--- config.mk ---
export PLATFORM = sky130hd
export DESIGN_NAME = stream_insert_pipe
export DESIGN_NICKNAME = d
export VERILOG_FILES = /design/src/rtl/stream_insert_pipe_pkg.sv /design/src/rtl/stream_insert_pipe_out_slice.sv /design/src/rtl/stream_insert_pipe.sv
export SDC_FILE = /design/constraint.sdc
export NUM_CORES = 1
export LEC_CHECK = 0
export CORE_AREA = 2 2 111 113
export DETAILED_ROUTE_END_ITERATION = 10
export DIE_AREA = 0 0 113 115
export GPL_TIMING_DRIVEN = 0
export PLACE_DENSITY = 0.8
export SYNTH_ARGS = -nofsm -noshare
export SYNTH_HDL_FRONTEND = slang
export SYNTH_SLANG_ARGS = --single-unit
--- constraint.sdc ---
create_clock -name clk -period 2.2 [get_ports clk]
set_clock_uncertainty 0.2 [all_clocks]
set_input_delay 0.44 -clock clk [delete_from_list [all_inputs] [get_ports clk]]
set_output_delay 0.44 -clock clk [all_outputs]
set_load 0.02 [all_outputs]
--- src/rtl/stream_insert_pipe_pkg.sv ---
// Shared types and keep-lane helpers for the stream header inserter.
// Helpers take keep vectors zero-extended to MAX_BYTES plus the live lane count.
package stream_pkg;

    typedef enum logic [1:0] {
        ST_IDLE = 2'd0,
        ST_BODY = 2'd1,
        ST_TAIL = 2'd2
    } state_e;

    localparam int MAX_BYTES = 64;

    function automatic int keep_popcnt(input logic [MAX_BYTES-1:0] keep, input int nb);
        int cnt;
        cnt = 0;
        for (int i = 0; i < MAX_BYTES; i++) begin
            if (i < nb && keep[i]) cnt++;
        end
        return cnt;
    endfunction

    // Legal last-beat keep: non-zero and a single run of ones starting at the top lane.
    function automatic logic keep_contig(input logic [MAX_BYTES-1:0] keep, input int nb);
        logic seen_zero;
        logic seen_one;
        logic ok;
        seen_zero = 1'b0;
        seen_one  = 1'b0;
        ok        = 1'b1;
        for (int i = MAX_BYTES-1; i >= 0; i--) begin
            if (i < nb) begin
                if (keep[i]) begin
                    if (seen_zero) ok = 1'b0;
                    seen_one = 1'b1;
                end else begin
                    seen_zero = 1'b1;
                end
            end
        end
        return ok && seen_one;
    endfunction

    function automatic logic [MAX_BYTES-1:0] ones_low(input int n);
        logic [MAX_BYTES-1:0] r;
        for (int i = 0; i < MAX_BYTES; i++) begin
            r[i] = (i < n);
        end
        return r;
    endfunction

endpackage

--- src/rtl/stream_insert_pipe_out_slice.sv ---
// Registered output stage: holds valid/data/keep/last under backpressure.
// o_adv tells the producer when a new beat may be loaded.
module stream_out_slice #(
    parameter int DATA_WD      = 32,
    parameter int DATA_BYTE_WD = DATA_WD/8
) (
    input  logic                    clk,
    input  logic                    rstn,
    input  logic                    i_load,
    input  logic [DATA_WD-1:0]      i_data,
    input  logic [DATA_BYTE_WD-1:0] i_keep,
    input  logic                    i_last,
    input  logic                    i_ready,
    output logic                    o_valid,
    output logic [DATA_WD-1:0]      o_data,
    output logic [DATA_BYTE_WD-1:0] o_keep,
    output logic                    o_last,
    output logic                    o_adv
);

    logic                    r_valid;
    logic [DATA_WD-1:0]      r_data;
    logic [DATA_BYTE_WD-1:0] r_keep;
    logic                    r_last;

    assign o_adv = !r_valid || i_ready;

    always_ff @(posedge clk or negedge rstn) begin
        if (!rstn) begin
            r_valid <= 1'b0;
            r_data  <= '0;
            r_keep  <= '0;
            r_last  <= 1'b0;
        end else if (o_adv) begin
            r_valid <= i_load;
            if (i_load) begin
                r_data <= i_data;
                r_keep <= i_keep;
                r_last <= i_last;
            end
        end
    end

    assign o_valid = r_valid;
    assign o_data  = r_data;
    assign o_keep  = r_keep;
    assign o_last  = r_last;

endmodule

--- src/rtl/stream_insert_pipe.sv ---
// Prepends a 0..DATA_BYTE_WD byte header to each packet and re-aligns the payload
// through a carry word; an overflowing last beat spills into one extra tail beat.
//
// state   | meaning
// IDLE    | waiting for the packet header; payload held off
// BODY    | streaming payload, output = {carry, data_in} shifted by the header length
// TAIL    | emitting the spilled remainder of the last payload beat
module stream_insert_pipe #(
    parameter int DATA_WD      = 32,
    parameter int DATA_BYTE_WD = DATA_WD/8,
    parameter int LEN_WD       = $clog2(DATA_BYTE_WD)+1,
    parameter int CNT_WD       = 16
) (
    input  logic                    clk,
    input  logic                    rstn,
    input  logic                    valid_in,
    input  logic [DATA_WD-1:0]      data_in,
    input  logic [DATA_BYTE_WD-1:0] keep_in,
    input  logic                    last_in,
    output logic                    ready_in,
    input  logic                    valid_insert,
    input  logic [DATA_WD-1:0]      data_insert,
    input  logic [LEN_WD-1:0]       hdr_len,
    output logic                    ready_insert,
    output logic                    valid_out,
    output logic [DATA_WD-1:0]      data_out,
    output logic [DATA_BYTE_WD-1:0] keep_out,
    output logic                    last_out,
    input  logic                    ready_out,
    output logic [CNT_WD-1:0]       pkt_cnt,
    output logic                    err_keep
);
    import stream_pkg::*;

    localparam logic [LEN_WD-1:0] LEN_MAX = LEN_WD'(DATA_BYTE_WD);

    state_e                  r_state;
    logic [LEN_WD-1:0]       r_hdr_n;
    logic [DATA_WD-1:0]      r_carry;
    logic [DATA_BYTE_WD-1:0] r_keep_save;
    logic                    r_err_keep;
    logic [CNT_WD-1:0]       r_pkt_cnt;

    logic                    w_adv;
    logic                    w_fire_in;
    logic                    w_fire_ins;
    logic [LEN_WD-1:0]       w_hdr_n;
    logic [LEN_WD+2:0]       w_shift_bits;
    logic [DATA_BYTE_WD-1:0] w_ones;
    logic [MAX_BYTES-1:0]    w_keep_ext;
    logic [DATA_WD-1:0]      w_body_data;
    logic [DATA_WD-1:0]      w_tail_data;
    logic [DATA_BYTE_WD-1:0] w_body_keep;
    logic [DATA_BYTE_WD-1:0] w_tail_keep;
    logic                    w_ovf;
    logic                    w_keep_bad;
    logic                    w_load;
    logic [DATA_WD-1:0]      w_data_nxt;
    logic [DATA_BYTE_WD-1:0] w_keep_nxt;
    logic                    w_last_nxt;

    assign w_hdr_n      = (hdr_len > LEN_MAX) ? LEN_MAX : hdr_len;
    assign ready_insert = (r_state == ST_IDLE);
    assign ready_in     = (r_state == ST_BODY) && w_adv;
    assign w_fire_in    = valid_in && ready_in;
    assign w_fire_ins   = valid_insert && ready_insert;

    assign w_shift_bits = {r_hdr_n, 3'b000};
    assign w_ones       = DATA_BYTE_WD'(ones_low(int'(r_hdr_n)));
    assign w_keep_ext   = MAX_BYTES'(keep_in);
    assign w_body_data  = DATA_WD'({r_carry, data_in} >> w_shift_bits);
    assign w_tail_data  = DATA_WD'({r_carry, {DATA_WD{1'b0}}} >> w_shift_bits);
    assign w_body_keep  = DATA_BYTE_WD'({w_ones, keep_in} >> r_hdr_n);
    assign w_tail_keep  = DATA_BYTE_WD'({r_keep_save, {DATA_BYTE_WD{1'b0}}} >> r_hdr_n);

    // Header bytes plus valid payload bytes exceed one word: the last beat spills.
    assign w_ovf = (int'(r_hdr_n) + keep_popcnt(w_keep_ext, DATA_BYTE_WD)) > DATA_BYTE_WD;
    assign w_keep_bad = last_in ? !keep_contig(w_keep_ext, DATA_BYTE_WD)
                                : (keep_in != {DATA_BYTE_WD{1'b1}});

    always_comb begin
        w_load     = 1'b0;
        w_data_nxt = w_body_data;
        w_keep_nxt = w_body_keep;
        w_last_nxt = 1'b0;
        case (r_state)
            ST_BODY: begin
                w_load     = w_fire_in;
                w_last_nxt = last_in && !w_ovf;
            end
            ST_TAIL: begin
                w_load     = 1'b1;
                w_data_nxt = w_tail_data;
                w_keep_nxt = w_tail_keep;
                w_last_nxt = 1'b1;
            end
            default: ;
        endcase
    end

    always_ff @(posedge clk or negedge rstn) begin
        if (!rstn) begin
            r_state     <= ST_IDLE;
            r_hdr_n     <= '0;
            r_carry     <= '0;
            r_keep_save <= '0;
        end else begin
            case (r_state)
                ST_IDLE: begin
                    if (w_fire_ins) begin
                        r_hdr_n <= w_hdr_n;
                        r_carry <= data_insert;
                        r_state <= ST_BODY;
                    end
                end
                ST_BODY: begin
                    if (w_fire_in) begin
                        r_carry     <= data_in;
                        r_keep_save <= keep_in;
                        if (last_in) r_state <= w_ovf ? ST_TAIL : ST_IDLE;
                    end
                end
                ST_TAIL: begin
                    if (w_adv) r_state <= ST_IDLE;
                end
                default: r_state <= ST_IDLE;
            endcase
        end
    end

    always_ff @(posedge clk or negedge rstn) begin
        if (!rstn) begin
            r_err_keep <= 1'b0;
            r_pkt_cnt  <= '0;
        end else begin
            if (w_fire_in && w_keep_bad) r_err_keep <= 1'b1;
            if (valid_out && ready_out && last_out) r_pkt_cnt <= r_pkt_cnt + 1'b1;
        end
    end

    assign pkt_cnt  = r_pkt_cnt;
    assign err_keep = r_err_keep;

    stream_out_slice #(
        .DATA_WD      (DATA_WD),
        .DATA_BYTE_WD (DATA_BYTE_WD)
    ) u_out_slice (
        .clk     (clk),
        .rstn    (rstn),
        .i_load  (w_load),
        .i_data  (w_data_nxt),
        .i_keep  (w_keep_nxt),
        .i_last  (w_last_nxt),
        .i_ready (ready_out),
        .o_valid (valid_out),
        .o_data  (data_out),
        .o_keep  (keep_out),
        .o_last  (last_out),
        .o_adv   (w_adv)
    );

endmodule

== After elaboration in Yosys (flattened, before gate mapping) ==
Cells that the tools add are included.

* Add/subtract/negate cells: 5
* Magnitude comparators: 6
* Equal/unequal tests: 7
* Shift operators: 4
* Mux-type cells: 31
* Reductions and logical operators: 19

{| class="wikitable"
|+ Operator list
! kind !! number
|-
| 32-bit two-way mux || 6
|-
| 64-bit by 6-bit right shift with 32-bit output || 2
|-
| 32-bit by 2-bit adder with 32-bit output (second input constant) || 3
|-
| 32-bit one-hot mux with 2 select lines || 1
|-
| 4-bit by 32-bit adder with 32-bit output || 1
|-
| 32-bit by 4-bit greater-than comparator with 1-bit output (second input constant) || 1
|-
| 16-bit by 1-bit adder with 16-bit output (second input constant) || 1
|-
| 8-bit by 3-bit right shift with 4-bit output || 2
|-
| 1-bit two-way mux || 14
|-
| 2-bit two-way mux || 5
|-
| 1-bit logical AND || 8
|-
| 1-bit by 3-bit less-than comparator with 1-bit output (first input constant) || 2
|-
| 2-bit by 3-bit less-than comparator with 1-bit output (first input constant) || 2
|-
| 2-bit != test (second input constant) || 3
|-
| 2-bit one-hot mux with 3 select lines || 1
|-
| 2-bit AND reduction || 3
|-
| 4-bit two-way mux || 1
|-
| 4-bit != test (second input constant) || 1
|-
| 1-bit one-hot mux with 2 select lines || 2
|-
| 4-bit AND reduction || 1
|-
| 3-bit greater-than comparator (second input constant) || 1
|-
| 1-bit logical NOT || 3
|-
| 3-bit two-way mux || 1
|-
| 3-bit AND reduction || 1
|-
| 6 further kinds || 6
|}

* Flip-flop bits (word level): 96
* Input port bits: 77
* Output and inout port bits: 57
* Logic and storage cells: 82

== Longest topological paths before layout ==
Gate-level depths: netlist of the first run.

* Depth after elaboration: 13
* Mapped depth: 11
* Depth with buffers taken out: 11

== By module ==
Synthesis of the first run repeated with hierarchy kept, for this count alone.

* Cells, all modules: 623
* Area total of the unflattened synthesis: 6292.3 um^2

{| class="wikitable"
|+ Modules (own cells, without submodules)
! module !! times used !! cells an instance !! area an instance (um^2) !! seq. area each (um^2)
|-
| stream_insert_pipe || 1 || 542 || 4719.5 || 1451.4
|-
| stream_out_slice || 1 || 81 || 1572.8 || 950.9
|}

== Least setup slack after synthesis of the first run ==
OpenSTA, ideal clock, no wires.

* Path type: input -> register
* Start point: in keep_in[1]
* End point: reg u_out_slice.r_last, in the netlist u_out_slice.o_last
* Setup time: 77 ps
* Data arrival time: 2498 ps
* Setup slack: -575 ps
* Cell stages on the path: 10
* Cells stage by stage: inv_1 -> ha_1 -> xor2_1 -> ha_1 -> mux2_2 -> fa_1 -> xnor2_1 -> o211ai_1 -> o21ba_2 -> a21oi_1

* Cells in the longest elaborated chain, start to end: 10

{| class="wikitable"
|+ Ends and longest elaborated chain
! what !! RTL line !! text
|-
| from (decl) || stream_insert_pipe.sv:18 || <nowiki>input logic [DATA_BYTE_WD-1:0] keep_in,</nowiki>
|-
| 32-bit two-way mux * || stream_insert_pipe_pkg.sv:17 || <nowiki>if (i < nb && keep[i]) cnt++;</nowiki>
|-
| 32-bit by 2-bit adder with 32-bit output || stream_insert_pipe_pkg.sv:17 ||
|-
| 32-bit two-way mux * || stream_insert_pipe_pkg.sv:17 ||
|-
| 32-bit by 2-bit adder with 32-bit output || stream_insert_pipe_pkg.sv:17 ||
|-
| 32-bit two-way mux * || stream_insert_pipe_pkg.sv:17 ||
|-
| 4-bit by 32-bit adder with 32-bit output * || stream_insert_pipe.sv:77 || <nowiki>assign w_ovf = (int'(r_hdr_n) + keep_popcnt(w_keep_ext, DATA_BYTE_WD)) > DATA_BYTE_WD;</nowiki>
|-
| 32-bit by 4-bit greater-than comparator with 1-bit output * || stream_insert_pipe.sv:77 ||
|-
| 1-bit logical NOT * || stream_insert_pipe.sv:89 || <nowiki>w_last_nxt = last_in && !w_ovf;</nowiki>
|-
| 1-bit logical AND * || stream_insert_pipe.sv:89 ||
|-
| 1-bit one-hot mux with 2 select lines * || stream_insert_pipe.sv:86 || <nowiki>case (r_state)</nowiki>
|-
| to (signal assigned) || stream_insert_pipe_out_slice.sv:39 || <nowiki>r_last <= i_last;</nowiki>
|-
| to (decl) || stream_insert_pipe_out_slice.sv:24 || <nowiki>logic r_last;</nowiki>
|}

Every way passes the cells marked *; elsewhere a longest branch is shown, timed or not.
A chain may end at the register's enable or synchronous reset.

== Worst setup path in the final report of the first run ==
* Start point: in keep_in[1]
* End point: reg r_state[1]

* Cells in the longest elaborated chain, start to end: 11

{| class="wikitable"
|+ Ends and longest elaborated chain
! what !! RTL line !! text
|-
| 32-bit two-way mux * || stream_insert_pipe_pkg.sv:17 ||
|-
| 32-bit by 2-bit adder with 32-bit output || stream_insert_pipe_pkg.sv:17 ||
|-
| 32-bit two-way mux * || stream_insert_pipe_pkg.sv:17 ||
|-
| 32-bit by 2-bit adder with 32-bit output || stream_insert_pipe_pkg.sv:17 ||
|-
| 32-bit two-way mux * || stream_insert_pipe_pkg.sv:17 ||
|-
| 4-bit by 32-bit adder with 32-bit output * || stream_insert_pipe.sv:77 ||
|-
| 32-bit by 4-bit greater-than comparator with 1-bit output * || stream_insert_pipe.sv:77 ||
|-
| 2-bit two-way mux * (2 in a row) || stream_insert_pipe.sv:120 || <nowiki>if (last_in) r_state <= w_ovf ? ST_TAIL : ST_IDLE;</nowiki>
|-
| 2-bit two-way mux * || stream_insert_pipe.sv:117 || <nowiki>if (w_fire_in) begin</nowiki>
|-
| 2-bit one-hot mux with 3 select lines * || stream_insert_pipe.sv:108 || <nowiki>case (r_state)</nowiki>
|-
| to (signal assigned) || stream_insert_pipe.sv:120 ||
|-
| to (decl) || stream_insert_pipe.sv:37 || <nowiki>state_e r_state;</nowiki>
|}

Every way passes the cells marked *; elsewhere a longest branch is shown, timed or not. The select of a mux whose other input is x is not followed.

==> metrics.cfg, run 1 <==
[floorplan]
die-area_um2 = 13000
num_rows = 40
num_io_pins = 134
initial_core_util_pct = 50.0
die_w_um = 113
die_h_um = 115
coreArea_um2 = 11800

[synth]
ys_ff_latch = 96
yosysWarnings = 0
synth_xor_xnor_area_share_pct = 2.82
yosys.area_share.adder_pct = 2.88
synth_nets = 669
synth-simple-area-share_pct = 12.3
synth_top_family_by_area = multiplexers
synthMuxAreaShare_pct = 22.1
synth_edf_count = 0
ys_seq_area_share_pct = 40.7
syn_area_um2 = 5910
yosys_most_used_dff = dfrtp_1
synth_cells = 579
synth_compound_area_share_pct = 14.3
syn_avg_cell_area_um2 = 10.2
synthArstFlopShare_pct = 100
synth_cell_type_count = 47

[status]
outcome = finished, violations left
violations = design-rule violations, negative setup slack

[timing]
min_period_ns = 2.66
slew_headroom_pct = 52.8
final.period_utilization_pct = 121
setup_violations = 2
fmax_mhz = 377
slew_viol_final = 0
final-hold-violation-count = 0
fin_ws_ns = -0.456
rsz0062_at_grt = true
tightest_slew_ns = 0.708

[cells_and_area]
final_nets = 827
fin_cells = 888
area.growth.synth_to_final_pct = 37.5
stdcell_area_um2 = 8120
diodes = 0
drive_gt1_share_pct = 23.6

[global_routing]
grt_overflow_total = 0
grt_start_max_net_pins = 61
grt_pass1_wl_um = 30400
track_usage_pct = 30.8
antenna_found_initial = 0
grt_pass1_vias = 5258

[drt]
detail_route.vias_per_cell = 6.15
wirelength_um = 20000
via_count = 5463
avgRoutedWirePerCell_um = 22.6
first_pass_iters = 9
drt_iter0_drc = 634
drc = 12
drt.antenna.violating_nets = 0

[run]
max-cap-violations = 0

[worst_setup_path]
reg2reg_to = u_out_slice.o_data[26]$_DFFE_PN0P_
start_kind = input pin
critPathTopFamily = adder cells
critPathMaxFanout = 4
reg2reg_from = r_hdr_n[0]$_DFFE_PN0P_
cp.arrival_ns = 2.72
r2r_slack_ns = 0.02
crit_slowest_cell = fa_2
path_cells = buf_12, inv_12, ha_4, xor2_2, ha_1, mux2_4, fa_2, nor2_2, o211ai_1, nand2_1, o31ai_2
slowest_delay_ns = 0.53
worst-path-stages = 11
endpoint_kind = register
critical_path_buf_inv_count = 2
worstSetupPathType = input pin to register
required_ns = 2.27
rr_worst_depth = 5

[clocking]
ctsRootBufferMaster = clkbuf_16
cts_tree = built
clock_latency_ns = 0.35
clk_path_buf_depth = 2
h-tree-depth = 3
clk_transition_reported_paths_ns = 0.07
clock_sinks = 96
numCtsBuffers = 9

[placed_design]
placed_cells = 859
place_ws_ns = -1.50
placed_area_um2 = 7490
place_congestion = 0.975
post-dp-hpwl_um = 14500
port_buffers = 132

[power]
peakVddDrop_mv = 0.654
leakagePower_nw = 3.31
cellPowerDensity_nw_per_um2 = 1580
p_total_mw = 12.8

[worst_hold_path]
min-delay-start = keep_in[0]
whs_endpoint = r_keep_save[0]$_DFFE_PN0P_
holdPathStages = 3
hold_class = input pin to register

[layout by cell type, fill, tap and decap left out, types with 6 or more instances in the layout]
cell type and count:
clkdlybuf4s50_1 126, dfrtp_1 96, nor2_1 74, mux2_2 67
mux2i_1 54, a21oi_1 40, o22ai_1 26, nand2_1 22
buf_4 18, o21ai_0 16, a22o_1 14, xnor2_1 12
buf_6 11, buf_2 11, nand3b_1 10, nand2b_1 9
a222oi_1 9, ha_1 9, clkbuf_16 9, clkbuf_4 7
nand3_1 6, xor2_1 6, buf_12 6
[Yosys cell counts, types with 2 or more instances]
cell | instances | area [µm²]
a211oi_1 | 2 | 15.0
a21oi_1 | 43 | 215
a221oi_1 | 9 | 78.8
a222oi_1 | 9 | 90.1
a22o_1 | 14 | 123
a31oi_1 | 2 | 12.5
and3_1 | 2 | 12.5
and4_1 | 2 | 17.5
buf_2 | 21 | 105
buf_4 | 7 | 52.6
buf_6 | 6 | 67.6
clkbuf_1 | 6 | 22.5
dfrtp_1 | 96 | 2400
ha_1 | 12 | 150
inv_1 | 10 | 37.5
mux2_2 | 68 | 766
mux2i_1 | 54 | 541
nand2_1 | 22 | 82.6
nand2b_1 | 9 | 56.3
nand3_1 | 6 | 30.0
nand3b_1 | 10 | 75.1
nand4_1 | 4 | 25.0
nor2_1 | 79 | 297
nor2b_1 | 4 | 25.0
o211ai_1 | 2 | 15.0
o21ai_0 | 17 | 85.1
o22ai_1 | 26 | 163
xnor2_1 | 12 | 105
xor2_1 | 7 | 61.3
[cell families after synthesis]
group / Yosys count
compound gates: 129
simple gates: 149
fa+ha+maj: 13
xor+xnor: 19
buf+inv: 51
flops: 96
mux: 122
[worst max path at each step]
stage,from,slack [ns],endpoint
2_1_floorplan,keep_in[1],-0.45,u_out_slice.o_last$_DFFE_PN0P_
3_3_place_gp,rstn,-3.02,r_carry[18]$_DFFE_PN0P_
3_5_place_dp,keep_in[1],-1.50,r_state[1]$_DFFE_PN0P_
4_1_cts,keep_in[0],-0.47,r_state[1]$_DFFE_PN0P_
5_1_grt,keep_in[1],-0.61,r_state[1]$_DFFE_PN0P_
6_report,keep_in[1],-0.46,r_state[1]$_DFFE_PN0P_
[sequential cells by signal (all words and copies together), names as in the netlist]
signal and cells:
r_carry 32, u_out_slice.o_data 32, pkt_cnt 16, r_keep_save 4, u_out_slice.o_keep 4, r_hdr_n 3
r_state 2, err_keep 1, u_out_slice.o_last 1, u_out_slice.o_valid 1
[worst register-to-register path, stage by stage, from the launching register on]
cell and delay [ns]:
dfrtp_1 0.42, buf_4 0.19, clkbuf_4 0.24, a22o_1 0.27
a222oi_1 0.57, a21oi_1 0.15
[metrics by stage]
step / setup TNS, ns / utilization, % / hold WS [ns]
floorplan: -0.906 / - / -0.0556
CTS: -0.878 / 67.6 / 0.157
global route: -1.20 / 68.8 / 0.169
finish: -0.893 / 68.8 / 0.155
detailed placement: -22.34 / 63.4 / 0.243
global placement: -309.57 / 63.2 / 0.260
[final cells by class]
cell class | instances | area, µm²
plain buffers | 40 | 340
clock inverters | 4 | 28.8
fillers | 859 | 3690
inverters | 10 | 62.6
well taps | 147 | 184
flip-flops and latches | 96 | 2400
clock buffers | 11 | 253
repair buffers | 148 | 1510
multi-input cells | 432 | 3340
[routing by layer]
metal | track usage, % | wire length [µm]
met2 | 48.3 | 9200
met3 | 4.32 | 1760
met4 | 11.9 | 418
met5 | 0 | 0
met1 | 43.6 | 8670
[repair_timing]
| item | CTS | global route |
|---|---|---|
| endpoints found under the setup margin | 60 | 61 |
| resized for setup | 53 | 37 |
| hold buffers | 1 | 0 |
| hold endpoints to repair | 36 | 0 |
| setup buffers | 8 | 5 |
| cloned | 0 | 1 |
| pin swaps | 11 | 8 |
[report_power, final]
| group | total (mW) | internal [mW] | leakage (nW) | switching, mW |
|---|---|---|---|---|
| Clock | 1.53 | 0.825 | 0.134 | 0.708 |
| Combinational | 7.95 | 3.68 | 2.03 | 4.27 |
| Sequential | 3.33 | 2.56 | 1.14 | 0.763 |
Note: power is estimated with default switching activity, not from simulation.
==> run 2, diff against run 1 <==
--- a/config.mk
+++ b/config.mk
@@ -10,6 +10,7 @@
 export DIE_AREA = 0 0 113 115
 export GPL_TIMING_DRIVEN = 0
 export PLACE_DENSITY = 0.8
+export REMOVE_ABC_BUFFERS = 1
 export SYNTH_ARGS = -nofsm -noshare
 export SYNTH_HDL_FRONTEND = slang
 export SYNTH_SLANG_ARGS = --single-unit
==> constraint.sdc (replaced) <==
create_clock -name clk -period 2.8 [get_ports clk]
set_clock_uncertainty 0.2 [all_clocks]
set_input_delay 0.56 -clock clk [delete_from_list [all_inputs] [get_ports clk]]
set_output_delay 0.56 -clock clk [all_outputs]
set_load 0.02 [all_outputs]
==> run 2 against run 1 <==
  * The run ends with design-rule violations left
  * Global-route usage decreased by 5.2 points
  * Worst hold slack got worse by 0.15 ns
  * Sequential power decreased by 19%
  * Register-to-register slack improved by 0.10 ns
  * Cell count decreased by 4.8%
  * Die area unchanged
  * Combinational power decreased by 35%
  * Via count decreased by 5.6%
  * Total power decreased by 29%
  * Critical endpoint unchanged
  * Largest power group unchanged
==> metrics.cfg, run 2 (same netlist as run 1, synthesis figures left out) <==
[timing]
slew_headroom_pct = 30.2  ; -23 points
rsz0062_at_grt = true
fmax_mhz = 364
slew_viol_final = 0  ; unchanged
tightest_slew_ns = 1.04  ; +0.337 ns
final.period_utilization_pct = 98.0
final-hold-violation-count = 0  ; unchanged
setup_tns_ns = 0  ; +0.893 ns
setup_violations = 0  ; -2
min_period_ns = 2.75

[worst_setup_path]
path_cells = buf_12, inv_8, ha_4, xor2_2, ha_1, mux2_4, fa_1, nor2_1, o211ai_1, nand2_1, o31ai_2
critPathTopFamily = adder cells
cp.arrival_ns = 2.80  ; +0.08 ns
required_ns = 2.85  ; +0.58 ns
start_kind = input pin
worstSetupPathType = input pin to register
crit_slowest_cell = fa_1
critPathMaxFanout = 6  ; +2
critical_path_buf_inv_count = 2  ; unchanged
slowest_delay_ns = 0.48  ; -0.05 ns
endpoint_kind = register

[global_routing]
grt_overflow_total = 0  ; unchanged
grt_start_max_net_pins = 57  ; -6.6%
track_usage_pct = 25.6  ; -5.2 points
grt.busiest_layer = met2
met2_usage_pct = 42.0  ; -6.4 points
grtUsageMet3_pct = 6.27  ; +2.0 points
grtUsageMet1_pct = 32.4  ; -11 points
antenna_found_initial = 0  ; unchanged
grt_pass1_vias = 5218  ; -0.76%
grt_pass1_wl_um = 25900  ; -15%

[clocking]
clk_path_buf_depth = 2  ; unchanged
numCtsBuffers = 9  ; unchanged
hold_buffers = 0  ; -1
clk_transition_reported_paths_ns = 0.06  ; about the same
clock_sinks = 96  ; unchanged
h-tree-depth = 3  ; unchanged
clock_latency_ns = 0.35  ; about the same
ctsRootBufferMaster = clkbuf_16
cts_tree = built

[power]
p_total_mw = 9.06  ; -29%
cellPowerDensity_nw_per_um2 = 1170  ; -26%
peakVddDrop_mv = 0.647  ; -1.1%
leakagePower_nw = 3.07  ; -7.3%

[floorplan]
die_w_um = 113  ; unchanged
num_rows = 40  ; unchanged
die-area_um2 = 13000  ; unchanged
num_io_pins = 134  ; unchanged
coreArea_um2 = 11800  ; unchanged
die_h_um = 115  ; unchanged
initial_core_util_pct = 50.0  ; unchanged

[placed_design]
placed_area_um2 = 7300  ; -2.5%
place_congestion = 0.895  ; -8.2%
port_buffers = 133  ; +0.76%
post-dp-hpwl_um = 10900  ; -25%
placed_cells = 824  ; -4.1%

[status]
violations = design-rule violations
outcome = finished, violations left

[cells_and_area]
final_cell_mix = 128 x clkdlybuf4s50_1, 94 x dfrtp_1, 78 x nor2_1, 67 x mux2_2, 54 x mux2i_1
final_nets = 783  ; -5.3%
utilization_pct = 65.4  ; -3.3 points
stdcell_area_um2 = 7730  ; -4.9%
area.growth.synth_to_final_pct = 30.8
layout.cells.most_common = clkdlybuf4s50_1
multi_input_area_um2 = 3290  ; -1.6%
num-fill-cells = 904  ; +5.2%
drive_gt1_share_pct = 16.9  ; -6.7 points
diodes = 0  ; unchanged
fin_cells = 845  ; -4.8%
regArea_um2 = 2410  ; +0.21%

[worst_hold_path]
hold_class = input pin to async pin

[drt]
drt.antenna.violating_nets = 0  ; unchanged
via_count = 5159  ; -5.6%
avgRoutedWirePerCell_um = 19.4  ; -14%
detail_route.vias_per_cell = 6.11  ; -0.76%
drc = 6  ; -6
first_pass_iters = 10  ; +1
wirelength_um = 16400  ; -18%
drt_iter0_drc = 465  ; -27%

[run]
max-cap-violations = 0  ; unchanged

==> run 2: cell count changes in the layout (fill, tap and decap cells not counted), sizes merged <==
cell and delta:
buf -35, clkbuf -7, clkdlybuf4s50 +2, a21oi +1, clkinvlp -1, dlygate4sd3 -1
dlymetal6s2s -1, inv -1
==> run 2: final timing paths <==
| check | cells past startpoint | endpoint | from | slack (ns) |
|---|---|---|---|---|
| max | 11 | r_state[1]$_DFFE_PN0P_ | keep_in[1] | 0.05 |
| min | 1 | pkt_cnt[0]$_DFFE_PN0P_ | rstn | 0.004 |
| max reg2reg | 7 | r_state[1]$_DFFE_PN0P_ | r_hdr_n[0]$_DFFE_PN0P_ | 0.12 |
| min reg2reg | 1 | pkt_cnt[15]$_DFFE_PN0P_ | pkt_cnt[15]$_DFFE_PN0P_ | 0.27 |
| max in group asynchronous | 2 | r_hdr_n[0]$_DFFE_PN0P_ | rstn | 1.73 |
| min in group clk | 1 | pkt_cnt[15]$_DFFE_PN0P_ | pkt_cnt[15]$_DFFE_PN0P_ | 0.27 |
==> run 2: layout make-up <==
| class | count | area share (%) |
|---|---|---|
| repair buffers | 143 | 19.6 |
| flip-flops and latches | 96 | 31.2 |
| clock inverters | 2 | 0.162 |
| multi-input cells | 433 | 42.5 |
| clock buffers | 14 | 3.55 |
| well taps | 147 | 2.38 |
| inverters | 10 | 0.615 |
==> run 2: report_power, final <==
group | total (mW) | leakage, nW | internal [mW] | switching (mW)
registers | 2.70 | 1.14 | 2.02 | 0.677
clock network | 1.20 | 0.139 | 0.675 | 0.521
logic | 5.17 | 1.79 | 2.48 | 2.68
total | 9.06 | 3.07 | 5.18 | 3.88
==> run 2: metrics by stage <==
stage	hold slack [ns]	setup WS [ns]
2_1_floorplan	0.0644	-1.60
3_3_place_gp	0.263	-3.02
3_5_place_dp	0.265	-1.02
4_1_cts	0.0199	0.0147
5_1_grt	0.0481	-0.0615
6_report	0.00375	0.0550
==> run 2: what timing repair did <==
| item | in CTS | in global routing |
|---|---|---|
| pin swaps | 4 | 8 |
| setup endpoints to repair | 49 | 3 |
| hold endpoints to repair | 0 | 0 |
| setup buffers | 3 | 1 |
| resized for setup | 20 | 19 |
| cloned | 1 | 0 |
==> run 2: layer usage <==
layer  vias to the layer above  part of all wire (%)
li1                       2349                     -
met1                      2529                    41
met2                       235                    48
met3                        46                   8.0
met4                         0                   2.8
met5                         -                     0
